## src/rtl/wash_run_pkg.sv

```systemverilog
// Shared definitions for the wash_run execution stage: state encoding, price and
// duration tables (BCD, indexed by mode), display codes and phase LED patterns.
package wash_run_pkg;

  typedef enum logic [2:0] {
    S_IDLE,
    S_CHARGE,
    S_WASH,
    S_RINSE,
    S_SPIN,
    S_PAUSED,
    S_DONE,
    S_ERR
  } state_t;

  localparam logic [3:0] MINUS_CODE = 4'd10;

  localparam logic [2:0] PH_NONE  = 3'b000;
  localparam logic [2:0] PH_WASH  = 3'b001;
  localparam logic [2:0] PH_RINSE = 3'b010;
  localparam logic [2:0] PH_SPIN  = 3'b100;

  // Tables are packed with mode 0 in the lowest slot, so TBL[mode] indexes directly.
  localparam logic [3:0][11:0] PRICE_TBL = {12'h012, 12'h008, 12'h005, 12'h003};
  localparam logic [3:0][3:0]  PRICE_CYC = {4'd12, 4'd8, 4'd5, 4'd3};
  localparam logic [3:0][11:0] WASH_TBL  = {12'h060, 12'h040, 12'h030, 12'h020};
  localparam logic [3:0][11:0] RINSE_TBL = {12'h040, 12'h030, 12'h020, 12'h010};
  localparam logic [3:0][11:0] SPIN_TBL  = {12'h030, 12'h020, 12'h010, 12'h010};
  localparam logic [3:0][11:0] TOTAL_TBL = {12'h130, 12'h090, 12'h060, 12'h040};

  function automatic logic [3:0] phase_digit(input state_t s);
    case (s)
      S_WASH:  return 4'd1;
      S_RINSE: return 4'd2;
      S_SPIN:  return 4'd3;
      default: return 4'd0;
    endcase
  endfunction

  function automatic logic [2:0] phase_onehot(input state_t s);
    case (s)
      S_WASH:  return PH_WASH;
      S_RINSE: return PH_RINSE;
      S_SPIN:  return PH_SPIN;
      default: return PH_NONE;
    endcase
  endfunction

endpackage

```

## src/rtl/wash_run_bcd3_dec.sv

```systemverilog
// Three-digit BCD decrement by one, saturating at 000. Input assumed valid BCD.
module wash_run_bcd3_dec (
  input  logic [11:0] val,
  output logic [11:0] dec
);

  always_comb begin
    dec = val;
    if (val != 12'h000) begin
      if (val[3:0] != 4'd0) begin
        dec[3:0] = val[3:0] - 4'd1;
      end else begin
        dec[3:0] = 4'd9;
        if (val[7:4] != 4'd0) begin
          dec[7:4] = val[7:4] - 4'd1;
        end else begin
          dec[7:4]  = 4'd9;
          dec[11:8] = val[11:8] - 4'd1;
        end
      end
    end
  end

endmodule

```

## src/rtl/wash_run.sv

```systemverilog
// Washing machine execution stage: charges the mode price, then runs WASH/RINSE/SPIN
// with a BCD seconds countdown. Optional completion beep under WASH_RUN_BEEP_EN.
module wash_run
  import wash_run_pkg::*;
#(
  parameter int TICK_DIV = 100000000
) (
  input  logic        clk,
  input  logic        rst,
  input  logic        start,
  input  logic        pause,
  input  logic [1:0]  mode,
  input  logic [11:0] bal_in,
  output logic [11:0] bal_out,
  output logic [3:0]  d3,
  output logic [3:0]  d2,
  output logic [3:0]  d1,
  output logic [3:0]  d0,
  output logic [2:0]  phase,
  output logic        busy,
  output logic        done,
  output logic        err
`ifdef WASH_RUN_BEEP_EN
  ,
  output logic        beep
`endif
);

  localparam int TW = (TICK_DIV > 1) ? $clog2(TICK_DIV) : 1;
  localparam logic [TW-1:0] TICK_LAST = TW'(TICK_DIV - 1);

  state_t          state, state_n;
  state_t          saved, saved_n;
  logic [1:0]      mode_q, mode_n;
  logic [11:0]     bal_n, rem_q, rem_n, tmr_q, tmr_n;
  logic [11:0]     bal_dec, rem_dec, tmr_dec;
  logic [TW-1:0]   tick_q, tick_n;
  logic [3:0]      cnt_q, cnt_n;
  logic            tick_end;
  logic [11:0]     disp_n;
  logic [3:0]      d0_n;
  logic [2:0]      phase_n;
  logic            busy_n, done_n, err_n;
`ifdef WASH_RUN_BEEP_EN
  logic            beep_n;
  logic [1:0]      bticks_q, bticks_n;
`endif

  wash_run_bcd3_dec u_bal_dec (.val(bal_out), .dec(bal_dec));
  wash_run_bcd3_dec u_rem_dec (.val(rem_q),   .dec(rem_dec));
  wash_run_bcd3_dec u_tmr_dec (.val(tmr_q),   .dec(tmr_dec));

  assign tick_end = (tick_q == TICK_LAST);

  always_comb begin
    state_n = state;
    saved_n = saved;
    mode_n  = mode_q;
    bal_n   = bal_out;
    rem_n   = rem_q;
    tmr_n   = tmr_q;
    tick_n  = tick_q;
    cnt_n   = cnt_q;
`ifdef WASH_RUN_BEEP_EN
    beep_n   = beep;
    bticks_n = bticks_q;
`endif

    case (state)
      S_IDLE: begin
        if (start) begin
          mode_n = mode;
          if (bal_in >= PRICE_TBL[mode]) begin
            bal_n   = bal_in;
            cnt_n   = PRICE_CYC[mode];
            state_n = S_CHARGE;
          end else begin
            state_n = S_ERR;
          end
        end
      end

      S_CHARGE: begin
        bal_n = bal_dec;
        cnt_n = cnt_q - 4'd1;
        if (cnt_q == 4'd1) begin
          rem_n   = TOTAL_TBL[mode_q];
          tmr_n   = WASH_TBL[mode_q];
          tick_n  = '0;
          state_n = S_WASH;
        end
      end

      S_WASH, S_RINSE, S_SPIN: begin
        if (tick_end) begin
          tick_n = '0;
          rem_n  = rem_dec;
          tmr_n  = tmr_dec;
          if (tmr_dec == 12'h000) begin
            if (state == S_WASH) begin
              state_n = S_RINSE;
              tmr_n   = RINSE_TBL[mode_q];
            end else if (state == S_RINSE) begin
              state_n = S_SPIN;
              tmr_n   = SPIN_TBL[mode_q];
            end else begin
              state_n = S_DONE;
              rem_n   = 12'h000;
`ifdef WASH_RUN_BEEP_EN
              beep_n   = 1'b1;
              bticks_n = 2'd0;
`endif
            end
          end
        end else begin
          tick_n = tick_q + TW'(1);
        end
        // A coincident terminal tick is applied above before the pause takes effect.
        if (pause && state_n != S_DONE) begin
          saved_n = state_n;
          state_n = S_PAUSED;
        end
      end

      S_PAUSED: begin
        if (pause) state_n = saved;
      end

      S_DONE: begin
        if (start) begin
          state_n = S_IDLE;
`ifdef WASH_RUN_BEEP_EN
          beep_n  = 1'b0;
        end else if (beep) begin
          if (tick_end) begin
            tick_n   = '0;
            bticks_n = bticks_q + 2'd1;
            if (bticks_q == 2'd2) beep_n = 1'b0;
          end else begin
            tick_n = tick_q + TW'(1);
          end
`endif
        end
      end

      S_ERR: begin
        if (start) state_n = S_IDLE;
      end

      default: state_n = S_IDLE;
    endcase

    // Display and status are derived from next-state values so they register in step.
    disp_n  = bal_n;
    d0_n    = 4'd0;
    phase_n = PH_NONE;
    case (state_n)
      S_WASH, S_RINSE, S_SPIN: begin
        disp_n  = rem_n;
        d0_n    = phase_digit(state_n);
        phase_n = phase_onehot(state_n);
      end
      S_PAUSED: begin
        disp_n = rem_n;
        d0_n   = phase_digit(saved_n);
      end
      S_DONE: disp_n = 12'h000;
      S_ERR: begin
        disp_n = {MINUS_CODE, MINUS_CODE, MINUS_CODE};
        d0_n   = MINUS_CODE;
      end
      default: ;
    endcase
    busy_n = (state_n == S_CHARGE) || (state_n == S_WASH) || (state_n == S_RINSE) ||
             (state_n == S_SPIN) || (state_n == S_PAUSED);
    done_n = (state_n == S_DONE);
    err_n  = (state_n == S_ERR);
  end

  always_ff @(posedge clk or negedge rst) begin
    if (!rst) begin
      state   <= S_IDLE;
      saved   <= S_IDLE;
      mode_q  <= 2'd0;
      bal_out <= 12'h000;
      rem_q   <= 12'h000;
      tmr_q   <= 12'h000;
      tick_q  <= '0;
      cnt_q   <= 4'd0;
      d3      <= 4'd0;
      d2      <= 4'd0;
      d1      <= 4'd0;
      d0      <= 4'd0;
      phase   <= PH_NONE;
      busy    <= 1'b0;
      done    <= 1'b0;
      err     <= 1'b0;
`ifdef WASH_RUN_BEEP_EN
      beep     <= 1'b0;
      bticks_q <= 2'd0;
`endif
    end else begin
      state   <= state_n;
      saved   <= saved_n;
      mode_q  <= mode_n;
      bal_out <= bal_n;
      rem_q   <= rem_n;
      tmr_q   <= tmr_n;
      tick_q  <= tick_n;
      cnt_q   <= cnt_n;
      d3      <= disp_n[11:8];
      d2      <= disp_n[7:4];
      d1      <= disp_n[3:0];
      d0      <= d0_n;
      phase   <= phase_n;
      busy    <= busy_n;
      done    <= done_n;
      err     <= err_n;
`ifdef WASH_RUN_BEEP_EN
      beep     <= beep_n;
      bticks_q <= bticks_n;
`endif
    end
  end

endmodule

```

## config.mk

```make
export PLATFORM = sky130hd
export DESIGN_NAME = wash_run
export DESIGN_NICKNAME = d
export VERILOG_FILES = /design/src/rtl/wash_run_pkg.sv /design/src/rtl/wash_run_bcd3_dec.sv /design/src/rtl/wash_run.sv
export SDC_FILE = /design/constraint.sdc
export NUM_CORES = 1
export LEC_CHECK = 0
export ABC_CLOCK_PERIOD_IN_PS = 3600
export CORE_MARGIN = 2
export CORE_UTILIZATION = 40
export CTS_CLUSTER_SIZE = 8
export DETAILED_ROUTE_END_ITERATION = 12
export GPL_ROUTABILITY_DRIVEN = 0
export PLACE_DENSITY_LB_ADDON = 0.3
export RECOVER_POWER = 50
export SETUP_SLACK_MARGIN = 0.3
export SYNTH_ARGS = -nofsm -noshare
export SYNTH_HDL_FRONTEND = slang
export SYNTH_SLANG_ARGS = --single-unit
```

## constraint.sdc

```tcl
create_clock -name clk -period 3.6 [get_ports clk]
set_input_delay 0.72 -clock clk [delete_from_list [all_inputs] [get_ports clk]]
set_output_delay 0.72 -clock clk [all_outputs]
set_load 0.05 [all_outputs]
```

==> results.py, run 1 <==
metrics = {
    "placement": {
        "io_buffers": 50,
        "preCtsSetupSlack_ns": 0.1565,
        "dpl.hpwl_microns": 12930,
    },
    "die": {
        "chipWidth_microns": 129.7,
        "die_h_microns": 129.7,
        "num_io_pins": 52,
        "core_area_sq_um": 15310,
        "rows": 45,
        "start_util_pct": 41.29,
        "die_area_sq_um": 16830,
    },
    "critical_path": {
        "startpoint": "tmr_q[1]",
        "cp-endpoint": "d0[1]",
        "path_max_fanout": 7,
        "reg2reg_from": "tmr_q[1]",
        "startpoint_type": "register",
        "cpPeakStageDelay_ns": 0.60,
        "cp_data_required_time_ns": 3.87,
        "reg2regPathDepth": 10,
        "critPathKind": "register to register",
        "r2r-end": "d0[1]",
        "slowest_stage": "or4_4",
        "endpoint_kind": "register",
        "path_cells": "inv_2 > ha_4 > or4b_4 > o31ai_4 > nand2_2 > or4_4 > nor4_4 > nor2_2 > or4_1 > a31oi_1",
        "critPathArrivalTime_ns": 3.51,
        "regToRegSetupSlack_ns": 0.36,
    },
    "routing": {
        "final_antenna_net_count": 0,
        "dr.pass1.iters": 7,
        "drt-total-wl_microns": 17870,
        "vias_per_cell": 5.736,
        "wl_per_cell_microns": 16.72,
        "vias": 6132,
        "drc_errors": 0,
        "drt_iter0_markers": 519,
    },
    "clock_tree": {
        "cts.path.max_buffers": 2,
        "cts-root-buf": "clkbuf_16",
        "cts_buffers": 9,
        "cts_hold_buf": 0,
        "cts_tree": "built",
        "insertion_delay_ns": 0.35,
        "cts_htree_levels": 3,
        "clk_pin_slew_ns": 0.07,
        "cts_sinks": 95,
    },
    "run_status": {
        "failed_checks": "capacitance limit",
        "status": "finished, violations left",
    },
    "synthesis": {
        "synth_edf_count": 0,
        "yosysUniqueCellTypes": 78,
        "postSynthCellCount": 772,
        "synth_flop_cell": "dfrtp_1",
        "syn_area_sq_um": 6324,
        "async_flop_share_pct": 100.0,
        "ys_ff_latch": 95,
        "avgSynthCellArea_sq_um": 8.191,
        "synth_seq_area_share_pct": 37.59,
        "mappedNetlistNets": 818,
        "yosys_warnings": 0,
    },
    "sta": {
        "maxSlewViolCount": 0,
        "rsz0062_at_grt": "yes",
        "hold_viol_final": 0,
        "final.setup.tns_ns": 0,
        "slew_headroom_pct": 0.3935,
        "fin_ws_ns": 0.3641,
        "tightest_slew_ns": 1.494,
        "min_period_ns": 3.236,
        "skew_ns": 0.007641,
        "min_period_over_period_pct": 89.89,
        "setup_viol": 0,
        "fmax_mhz": 309.0,
    },
    "global_routing": {
        "antenna_found_initial": 0,
        "grt_pass1_wl_microns": 28450,
        "overflow": 0,
        "track_usage_pct": 21.26,
        "grt_pass1_vias": 5500,
        "grt_max_degree": 60,
    },
    "finish": {
        "regArea_sq_um": 2382,
        "drive_above_1_share_pct": 14.57,
        "multi_input_area_sq_um": 3814,
        "nets": 899,
        "final_util_pct": 51.43,
        "synthToLayoutAreaGrowth_pct": 24.55,
        "num_antenna_cells": 0,
        "nFillCells": 1486,
    },
    "pwr": {
        "irDropWorstVdd_mv": 0.3693,
        "powerDensity_nw_per_um2": 872.7,
        "leakage_nw": 3.329,
    },
    "job": {
        "cap_violations": 1,
    },
    "min_path": {
        "min_path_type": "register to register",
    },
}
[sequential cells by signal (all words and copies together), names as in the netlist, 2 cells and up]
signal and count:
bal_out 12, cnt_q 4, d0 2, d1 4, d2 4, d3 4
mode_q 2, phase 3, rem_q 12, saved 3, state 3, tick_q 27
tmr_q 12
[final cells by class]
cell class              count  share of cell area (%)
clock inverters             4                  0.6513
inverters                  42                   2.002
multi-input cells         598                   48.42
well taps                 211                   3.352
flip-flops and latches     95                   30.25
repair buffers            107                   11.95
clock buffers              12                   3.384
[cell families after synthesis]
| logic type | share of synthesized area (%) |
|---|---|
| AOI/OAI and AO/OA | 25.45 |
| xor gates and xnor gates | 0.4156 |
| adders and majority gates | 5.540 |
| buffers and inverters | 5.045 |
| DFF | 37.59 |
| muxes | 1.128 |
| other | 0.05930 |
| and+or+nand+nor | 24.77 |
[stage by stage]
| step | instance area [sq um] | cells | total power, mW | hold WS, ns |
|---|---|---|---|---|
| after CTS | 7630 | 1053 | 6.676 | 0.4780 |
| after floorplan | 6375 | 772 | 4.342 | 0.4244 |
| after global routing | 7876 | 1069 | 7.363 | 0.5286 |
| after global placement | 7287 | 1037 | 5.598 | 0.4637 |
| after detailed placement | 7287 | 1037 | 5.623 | 0.4638 |
| final | 7876 | 1069 | 6.873 | 0.4772 |
[Yosys cell counts (all sizes together) (3+ instances only)]
cell type | number | area share [%]
o21a | 5 | 0.59
nand2b | 10 | 0.99
a32oi | 5 | 0.69
a22o | 3 | 0.42
or3 | 4 | 0.40
nor4 | 13 | 1.5
buf | 8 | 0.77
or3b | 6 | 0.83
and2 | 6 | 0.59
and4 | 3 | 0.42
a32o | 5 | 0.79
nor4b | 3 | 0.51
clkbuf | 30 | 1.8
inv | 40 | 2.4
o31ai | 14 | 1.7
mux2i | 6 | 0.95
o22ai | 7 | 0.69
nor3b | 9 | 1.1
nor3 | 26 | 2.1
a21o | 6 | 0.71
or4 | 8 | 1.0
nor2b | 8 | 0.79
o311ai | 3 | 0.42
a21oi | 41 | 3.2
ha | 28 | 5.5
nor2 | 55 | 3.3
a22oi | 4 | 0.47
nand3 | 18 | 1.4
nand4 | 12 | 1.2
o221ai | 8 | 1.1
nand2 | 104 | 6.2
o21ai | 99 | 7.9
and3 | 7 | 0.69
a31oi | 13 | 1.3
o211ai | 9 | 1.1
or2 | 5 | 0.49
dfrtp | 95 | 38
or4b | 4 | 0.63
[critical path, delay by kind of cell, from the launching register on]
kind / cells / cell delay [ns]
buf+inv: 1 / 0.07
simple gates: 6 / 2.14
compound gates: 2 / 0.42
flops: 1 / 0.41
fa+ha+maj: 1 / 0.13
[repair_timing]
item,CTS,global route
gates resized for setup,5,36
setup buffers,0,15
endpoints found under the setup margin,13,19
pin swaps,1,11
cloned,0,1
[layout by cell type (no fill, tap or decap), drive strengths merged, types with 4 or more instances in the layout]
| cell type | instances |
|---|---|
| or3b | 6 |
| nor2 | 55 |
| nand3 | 18 |
| nor3b | 9 |
| nor4 | 13 |
| o221ai | 8 |
| a21o | 6 |
| nor2b | 8 |
| o22ai | 7 |
| a21oi | 41 |
| or4b | 4 |
| dfrtp | 95 |
| clkdlybuf4s50 | 34 |
| buf | 54 |
| o211ai | 9 |
| ha | 28 |
| o21a | 5 |
| or2 | 5 |
| and3 | 7 |
| nand4 | 12 |
| inv | 41 |
| a32oi | 5 |
| and2 | 6 |
| nand2 | 104 |
| dlygate4sd3 | 15 |
| o31ai | 14 |
| or4 | 9 |
| a31oi | 13 |
| nor3 | 26 |
| a22oi | 4 |
| clkbuf | 16 |
| nand2b | 10 |
| o21ai | 99 |
| a32o | 5 |
| or3 | 4 |
| mux2i | 6 |
[power breakdown]
part	internal (mW)	switching, mW	total (mW)	leakage (nW)
registers	1.37	0.314	1.69	1.24
logic	1.56	2.62	4.18	1.94
clock network	0.596	0.412	1.01	0.155
total	3.53	3.34	6.87	3.33
[how the worst min path moves through the flow]
| stage | startpoint | to | slack, ns | depth (start not counted) |
|---|---|---|---|---|
| 2_1_floorplan | rst | bal_out[0] | 0.42 | 0 |
| 3_3_place_gp | tick_q[24] | tick_q[24] | 0.46 | 1 |
| 3_5_place_dp | tick_q[24] | tick_q[24] | 0.46 | 1 |
| 4_1_cts | rst | tmr_q[10] | 0.48 | 1 |
| 5_1_grt | tick_q[24] | tick_q[24] | 0.53 | 1 |
| 6_report | tick_q[24] | tick_q[24] | 0.48 | 1 |
[layer usage]
metal,wire [microns],global-route usage [%],up-vias
met4,293,5.629,0
met1,8369,30.07,2920
met2,8336,33.85,171
li1,-,-,3021
met5,0,0,-
met3,875,3.731,20
Note: power is estimated with default switching activity, not from simulation.
==> run 2: changes to the inputs <==
--- a/config.mk
+++ b/config.mk
@@ -5,7 +5,7 @@
 export SDC_FILE = /design/constraint.sdc
 export NUM_CORES = 1
 export LEC_CHECK = 0
-export ABC_CLOCK_PERIOD_IN_PS = 3600
+export ABC_CLOCK_PERIOD_IN_PS = 3400
 export CORE_MARGIN = 2
 export CORE_UTILIZATION = 40
 export CTS_CLUSTER_SIZE = 8
==> constraint.sdc (replaced) <==
create_clock -name clk -period 3.4 [get_ports clk]
set_input_delay 0.68 -clock clk [delete_from_list [all_inputs] [get_ports clk]]
set_output_delay 0.68 -clock clk [all_outputs]
set_load 0.05 [all_outputs]
==> run 2 against run 1 <==
Compared with the run above: the flow finishes with violations (capacitance limit, slew limit); largest power group unchanged; critical path depth rose by 2; clock skew barely moved; worst setup slack got worse by 0.13 ns; design area rose by 4.7%; utilization rose by 2.4 points.
==> results.py, run 2 (synthesis gave the netlist of run 1 again) <==
metrics = {
    "routing": {
        "wl_per_cell_microns": 16.56,
        "dr.pass1.iters": 6,
        "vias_per_cell": 5.742,
        "drc_errors": 0,
        "drt_iter0_markers": 482,
        "drt-total-wl_microns": 18250,
        "final_antenna_net_count": 0,
        "vias": 6328,
    },
    "finish": {
        "synthToLayoutAreaGrowth_pct": 30.41,
        "nFillCells": 1407,
        "num_antenna_cells": 0,
        "top_register": "tick_q",
        "drive_above_1_share_pct": 19.42,
        "fin_cells": 1102,
        "final_common_cell": "nand2_1",
        "final_util_pct": 53.85,
        "layout_common_cells": "nand2_1, dfrtp_1, o21ai_0, buf_4, nor2_1",
        "nets": 932,
        "largest_reg_flops": 27,
        "finish.instance_area_sq_um": 8247,
    },
    "sta": {
        "rsz0062_at_grt": "yes",
        "min_period_over_period_pct": 92.99,
        "tightest_slew_ns": 2.687,
        "skew_ns": 0.007834,
        "fin_hold_ws_ns": 0.4826,
        "setup_viol": 0,
        "min_period_ns": 3.162,
        "maxSlewViolCount": 47,
        "fmax_mhz": 316.3,
        "slew_headroom_pct": -79.13,
        "hold_viol_final": 0,
    },
    "min_path": {
        "hold_start": "tick_q[24]",
        "min_path_type": "register to register",
        "hold_depth": 1,
    },
    "global_routing": {
        "overflow": 0,
        "grt_pass1_vias": 5863,
        "track_usage_pct": 22.04,
        "grt_pass1_wl_microns": 29470,
        "antenna_found_initial": 0,
        "grt_max_degree": 50,
    },
    "critical_path": {
        "reg2reg_from": "tmr_q[0]",
        "startpoint": "tmr_q[0]",
        "critPathKind": "register to register",
        "endpoint_kind": "register",
        "startpoint_type": "register",
        "reg2regPathDepth": 12,
        "critPathArrivalTime_ns": 3.44,
        "cp_data_required_time_ns": 3.68,
        "path_max_fanout": 7,
    },
    "run_status": {
        "status": "finished, violations left",
        "failed_checks": "capacitance limit, slew limit",
    },
    "clock_tree": {
        "cts_hold_buf": 0,
        "insertion_delay_ns": 0.36,
        "cts_sinks": 95,
        "cts_tree": "built",
        "cts-root-buf": "clkbuf_16",
        "cts_buffers": 9,
        "cts.path.max_buffers": 2,
        "cts_htree_levels": 3,
        "clk_pin_slew_ns": 0.07,
    },
    "die": {
        "core_area_sq_um": 15310,
        "num_io_pins": 52,
        "start_util_pct": 41.29,
        "die_area_sq_um": 16830,
        "die_h_microns": 129.7,
        "rows": 45,
        "chipWidth_microns": 129.7,
    },
    "pwr": {
        "p_switching_mw": 3.828,
        "internal-power_mw": 3.935,
        "powerDensity_nw_per_um2": 941.3,
        "leakage_nw": 3.527,
        "irDropWorstVdd_mv": 0.4761,
        "switching_share_pct": 49.31,
        "seqPwrFrac_pct": 22.6,
        "clkPwrFrac_pct": 13.0,
        "total_power_mw": 7.763,
        "comb_power_share_pct": 64.4,
    },
    "job": {
        "cap_violations": 1,
    },
    "placement": {
        "place_inst": 1069,
        "placed_cell_area_sq_um": 7548,
        "dpl.hpwl_microns": 13310,
        "io_buffers": 50,
    },
}
[run 2: cell type report]
type                       instances  area [sq um]  share of cell area (%)
clock inverter                     7         62.56                  0.7586
inverter                          42         160.2                   1.942
clock buffer                       9         225.2                   2.731
tap                              211         264.0                   3.201
timing repair buffer             141          1212                   14.70
sequential                        95          2377                   28.83
multi-input combinational        597          3945                   47.84
[run 2: through the flow]
| stage | setup WS, ns | TNS (ns) |
|---|---|---|
| floorplan | 0.1622 | 0 |
| global placement | 0.04812 | 0 |
| detailed placement | -0.03938 | -0.04845 |
| CTS | 0.2463 | 0 |
| global route | 0.1107 | 0 |
| finish | 0.2384 | 0 |
[run 2: final timing paths]
path | endpoint | slack (ns)
setup / recovery | d2[1] | 0.24
hold reg to reg | tick_q[24] | 0.48
hold / removal | tick_q[24] | 0.48
max in group asynchronous | cnt_q[2] | 0.71
setup reg to reg | d2[1] | 0.24
min in group asynchronous | tick_q[22] | 1.16
[run 2: power groups by stage]
| stage | clock (mW) | sequential [mW] | combinational, mW |
|---|---|---|---|
| 5_1_grt | 1.08 | 1.80 | 5.41 |
| 3_3_place_gp | 0 | 1.77 | 4.33 |
| 2_1_floorplan | 0 | 2.26 | 2.37 |
| 6_report | 1.01 | 1.76 | 5.00 |
| 4_1_cts | 1.03 | 1.75 | 4.46 |
| 3_5_place_dp | 0 | 1.77 | 4.36 |
[run 2: metal layers]
layer  share of wire (%)  GRT usage (%)
met3                 5.1          4.018
met1                  47          30.67
met5                   0              0
met2                  46          34.34
met4                 2.0          8.349
[run 2: what timing repair did]
action	in CTS	in global routing
setup buffers	6	10
gates cloned	0	1
pin swaps	1	17
gates resized for setup	16	53
endpoints found under the setup margin	18	24
[run 2: critical path, stage by stage (launching register included)]
cell and delay, ns:
dfrtp_1 0.41, inv_4 0.06, ha_4 0.12, or4b_4 0.52, o31ai_4 0.20, nand2_1 0.10
or4_4 0.61, buf_6 0.15, o41a_1 0.30, o211ai_1 0.09, buf_4 0.20, mux2i_2 0.09
a211oi_2 0.23
==> run 3: changes to the inputs <==
--- a/config.mk
+++ b/config.mk
@@ -7,7 +7,7 @@
 export LEC_CHECK = 0
 export ABC_CLOCK_PERIOD_IN_PS = 3400
 export CORE_MARGIN = 2
-export CORE_UTILIZATION = 40
+export CORE_UTILIZATION = 25
 export CTS_CLUSTER_SIZE = 8
 export DETAILED_ROUTE_END_ITERATION = 12
 export GPL_ROUTABILITY_DRIVEN = 0
==> run 3 against run 2 <==
Compared with the run above: the flow still finishes with violations (capacitance limit, slew limit); routed wire length rose by 8.6%; worst setup slack got worse by 0.048 ns; largest cell class unchanged; clock-buffer cell count did not move; global-route usage fell by 7.0 points; first-iteration DRC count fell by 8.7%; worst hold slack improved by 0.015 ns; clock power rose by 8%; flip-flop and latch count did not move.
==> results.py, run 3 (synthesis gave the netlist of run 1 again) <==
metrics = {
    "finish": {
        "final_common_cell": "nand2_1",
        "largest_reg_flops": 27,
        "layout_common_cells": "nand2_1, dfrtp_1, o21ai_0, buf_4, nor2_1",
        "nFillCells": 2592,
        "top_register": "tick_q",
        "num_antenna_cells": 0,
        "regArea_sq_um": 2377,
        "final_util_pct": 33.92,
        "synthToLayoutAreaGrowth_pct": 34.31,
        "fin_cells": 1224,
        "nets": 935,
        "multi_input_area_sq_um": 3981,
        "drive_above_1_share_pct": 20.92,
    },
    "critical_path": {
        "startpoint": "tmr_q[0]",
        "path_max_fanout": 10,
        "endpoint_kind": "register",
        "critPathArrivalTime_ns": 3.44,
        "cp_data_required_time_ns": 3.63,
        "reg2regPathDepth": 15,
        "r2r-end": "d0[1]",
        "regToRegSetupSlack_ns": 0.19,
        "startpoint_type": "register",
        "reg2reg_from": "tmr_q[0]",
        "cp-endpoint": "d0[1]",
        "critPathKind": "register to register",
    },
    "pwr": {
        "total_power_mw": 7.894,
        "irDropWorstVdd_mv": 0.5243,
        "leakage_nw": 3.565,
        "comb_power_share_pct": 63.5,
        "internal-power_mw": 4.000,
        "seqPwrFrac_pct": 22.7,
        "p_switching_mw": 3.894,
        "clkPwrFrac_pct": 13.8,
        "switching_share_pct": 49.33,
        "powerDensity_nw_per_um2": 929.5,
    },
    "sta": {
        "min_period_over_period_pct": 94.41,
        "fin_ws_ns": 0.1900,
        "rsz0062_at_grt": "yes",
        "setup_viol": 0,
        "skew_ns": 0.01412,
        "min_period_ns": 3.210,
        "slew_headroom_pct": -71.46,
        "tightest_slew_ns": 2.572,
        "final.setup.tns_ns": 0,
        "maxSlewViolCount": 44,
        "hold_viol_final": 0,
        "fmax_mhz": 311.5,
    },
    "clock_tree": {
        "cts_tree": "built",
        "cts_htree_levels": 3,
        "cts-root-buf": "clkbuf_16",
        "insertion_delay_ns": 0.36,
        "cts.path.max_buffers": 2,
        "cts_sinks": 95,
        "cts_buffers": 9,
        "clk_pin_slew_ns": 0.08,
    },
    "routing": {
        "final_antenna_net_count": 0,
        "wl_met1_microns": 9352,
        "vias": 6363,
        "wl_per_cell_microns": 16.19,
        "drt_iter0_markers": 440,
        "dr.pass1.iters": 5,
        "routed-wl-met3_microns": 835,
        "wl_met2_microns": 9358,
        "vias_per_cell": 5.199,
        "drc_errors": 0,
        "drt-total-wl_microns": 19820,
        "top_layer_used": "met4",
    },
    "die": {
        "start_util_pct": 25.26,
        "core_area_sq_um": 25040,
        "chipWidth_microns": 163.0,
        "num_io_pins": 52,
        "die_h_microns": 163.0,
        "rows": 58,
        "die_area_sq_um": 26580,
    },
    "placement": {
        "place_inst": 1184,
        "dpl.hpwl_microns": 14500,
        "preCtsSetupSlack_ns": -0.08634,
        "io_buffers": 50,
    },
    "min_path": {
        "min_path_type": "register to register",
        "hold_depth": 1,
    },
    "global_routing": {
        "grt_pass1_vias": 5936,
        "grt_max_degree": 45,
        "track_usage_pct": 15.01,
        "grt_pass1_wl_microns": 31800,
        "overflow": 0,
        "antenna_found_initial": 1,
    },
    "run_status": {
        "status": "finished, violations left",
        "failed_checks": "capacitance limit, slew limit",
    },
    "job": {
        "cap_violations": 1,
    },
}
[run 3: cell types whose count changed in the layout (fill, tap and decap cells not counted), sizes merged]
cell	previous run	this run
buf	89	92
bufinv	0	1
clkbuf	11	12
clkdlybuf4s15	1	0
clkinv	2	3
inv	46	44
[run 3: layer usage]
layer  vias to the layer above  global-route usage (%)
li1                       3080                       -
met1                      3124                   21.00
met2                       143                   23.98
met3                        16                   2.235
met4                         0                   4.425
met5                         -                       0
[run 3: power groups by stage]
stage	logic (mW)	registers [mW]	clock network, mW
after global routing	5.45	1.84	1.18
after floorplan	2.37	2.26	0
after CTS	4.49	1.79	1.13
final	5.01	1.79	1.09
after detailed placement	4.32	1.80	0
after global placement	4.31	1.81	0
[run 3: metrics by stage]
step	cell area [sq um]	hold slack (ns)
CTS	8165	0.3301
floorplan	6401	0.3844
global placement	7667	0.4569
detailed placement	7667	0.4784
finish	8493	0.4979
global route	8493	0.5180
[run 3: final cells by class]
| type | instances | area share (%) |
|---|---|---|
| Multi-Input combinational cell | 597 | 46.88 |
| Tap cell | 330 | 4.862 |
| Sequential cell | 95 | 27.99 |
| Clock buffer | 9 | 2.652 |
| Inverter | 42 | 1.886 |
| Timing Repair Buffer | 144 | 14.72 |
| Clock inverter | 7 | 1.016 |
[run 3: timing repair]
item                       CTS  global route
resized for setup           28            61
setup endpoints to repair   20            27
buffers inserted            13            10
gates cloned                 0             1
hold buffers                 0             0
pin swaps                    7            17
[run 3: worst min path at each step]
stage,to,slack (ns),from
finish,tick_q[24],0.50,tick_q[24]
global placement,tick_q[24],0.46,tick_q[24]
CTS,bal_out[6],0.33,rst
detailed placement,tick_q[24],0.48,tick_q[24]
floorplan,bal_out[0],0.38,rst
global route,tick_q[24],0.52,tick_q[24]
[run 3: worst max-delay path, stage by stage (launching register included)]
cell and delay [ns]:
dfrtp_1 0.39, inv_4 0.04, ha_4 0.15, buf_6 0.13
nor4b_4 0.14, buf_4 0.15, a311oi_4 0.31, nor2_2 0.09
or4_4 0.59, buf_6 0.16, o41a_1 0.30, o211ai_1 0.09
buf_4 0.20, buf_6 0.11, xnor2_2 0.11, a31oi_2 0.12
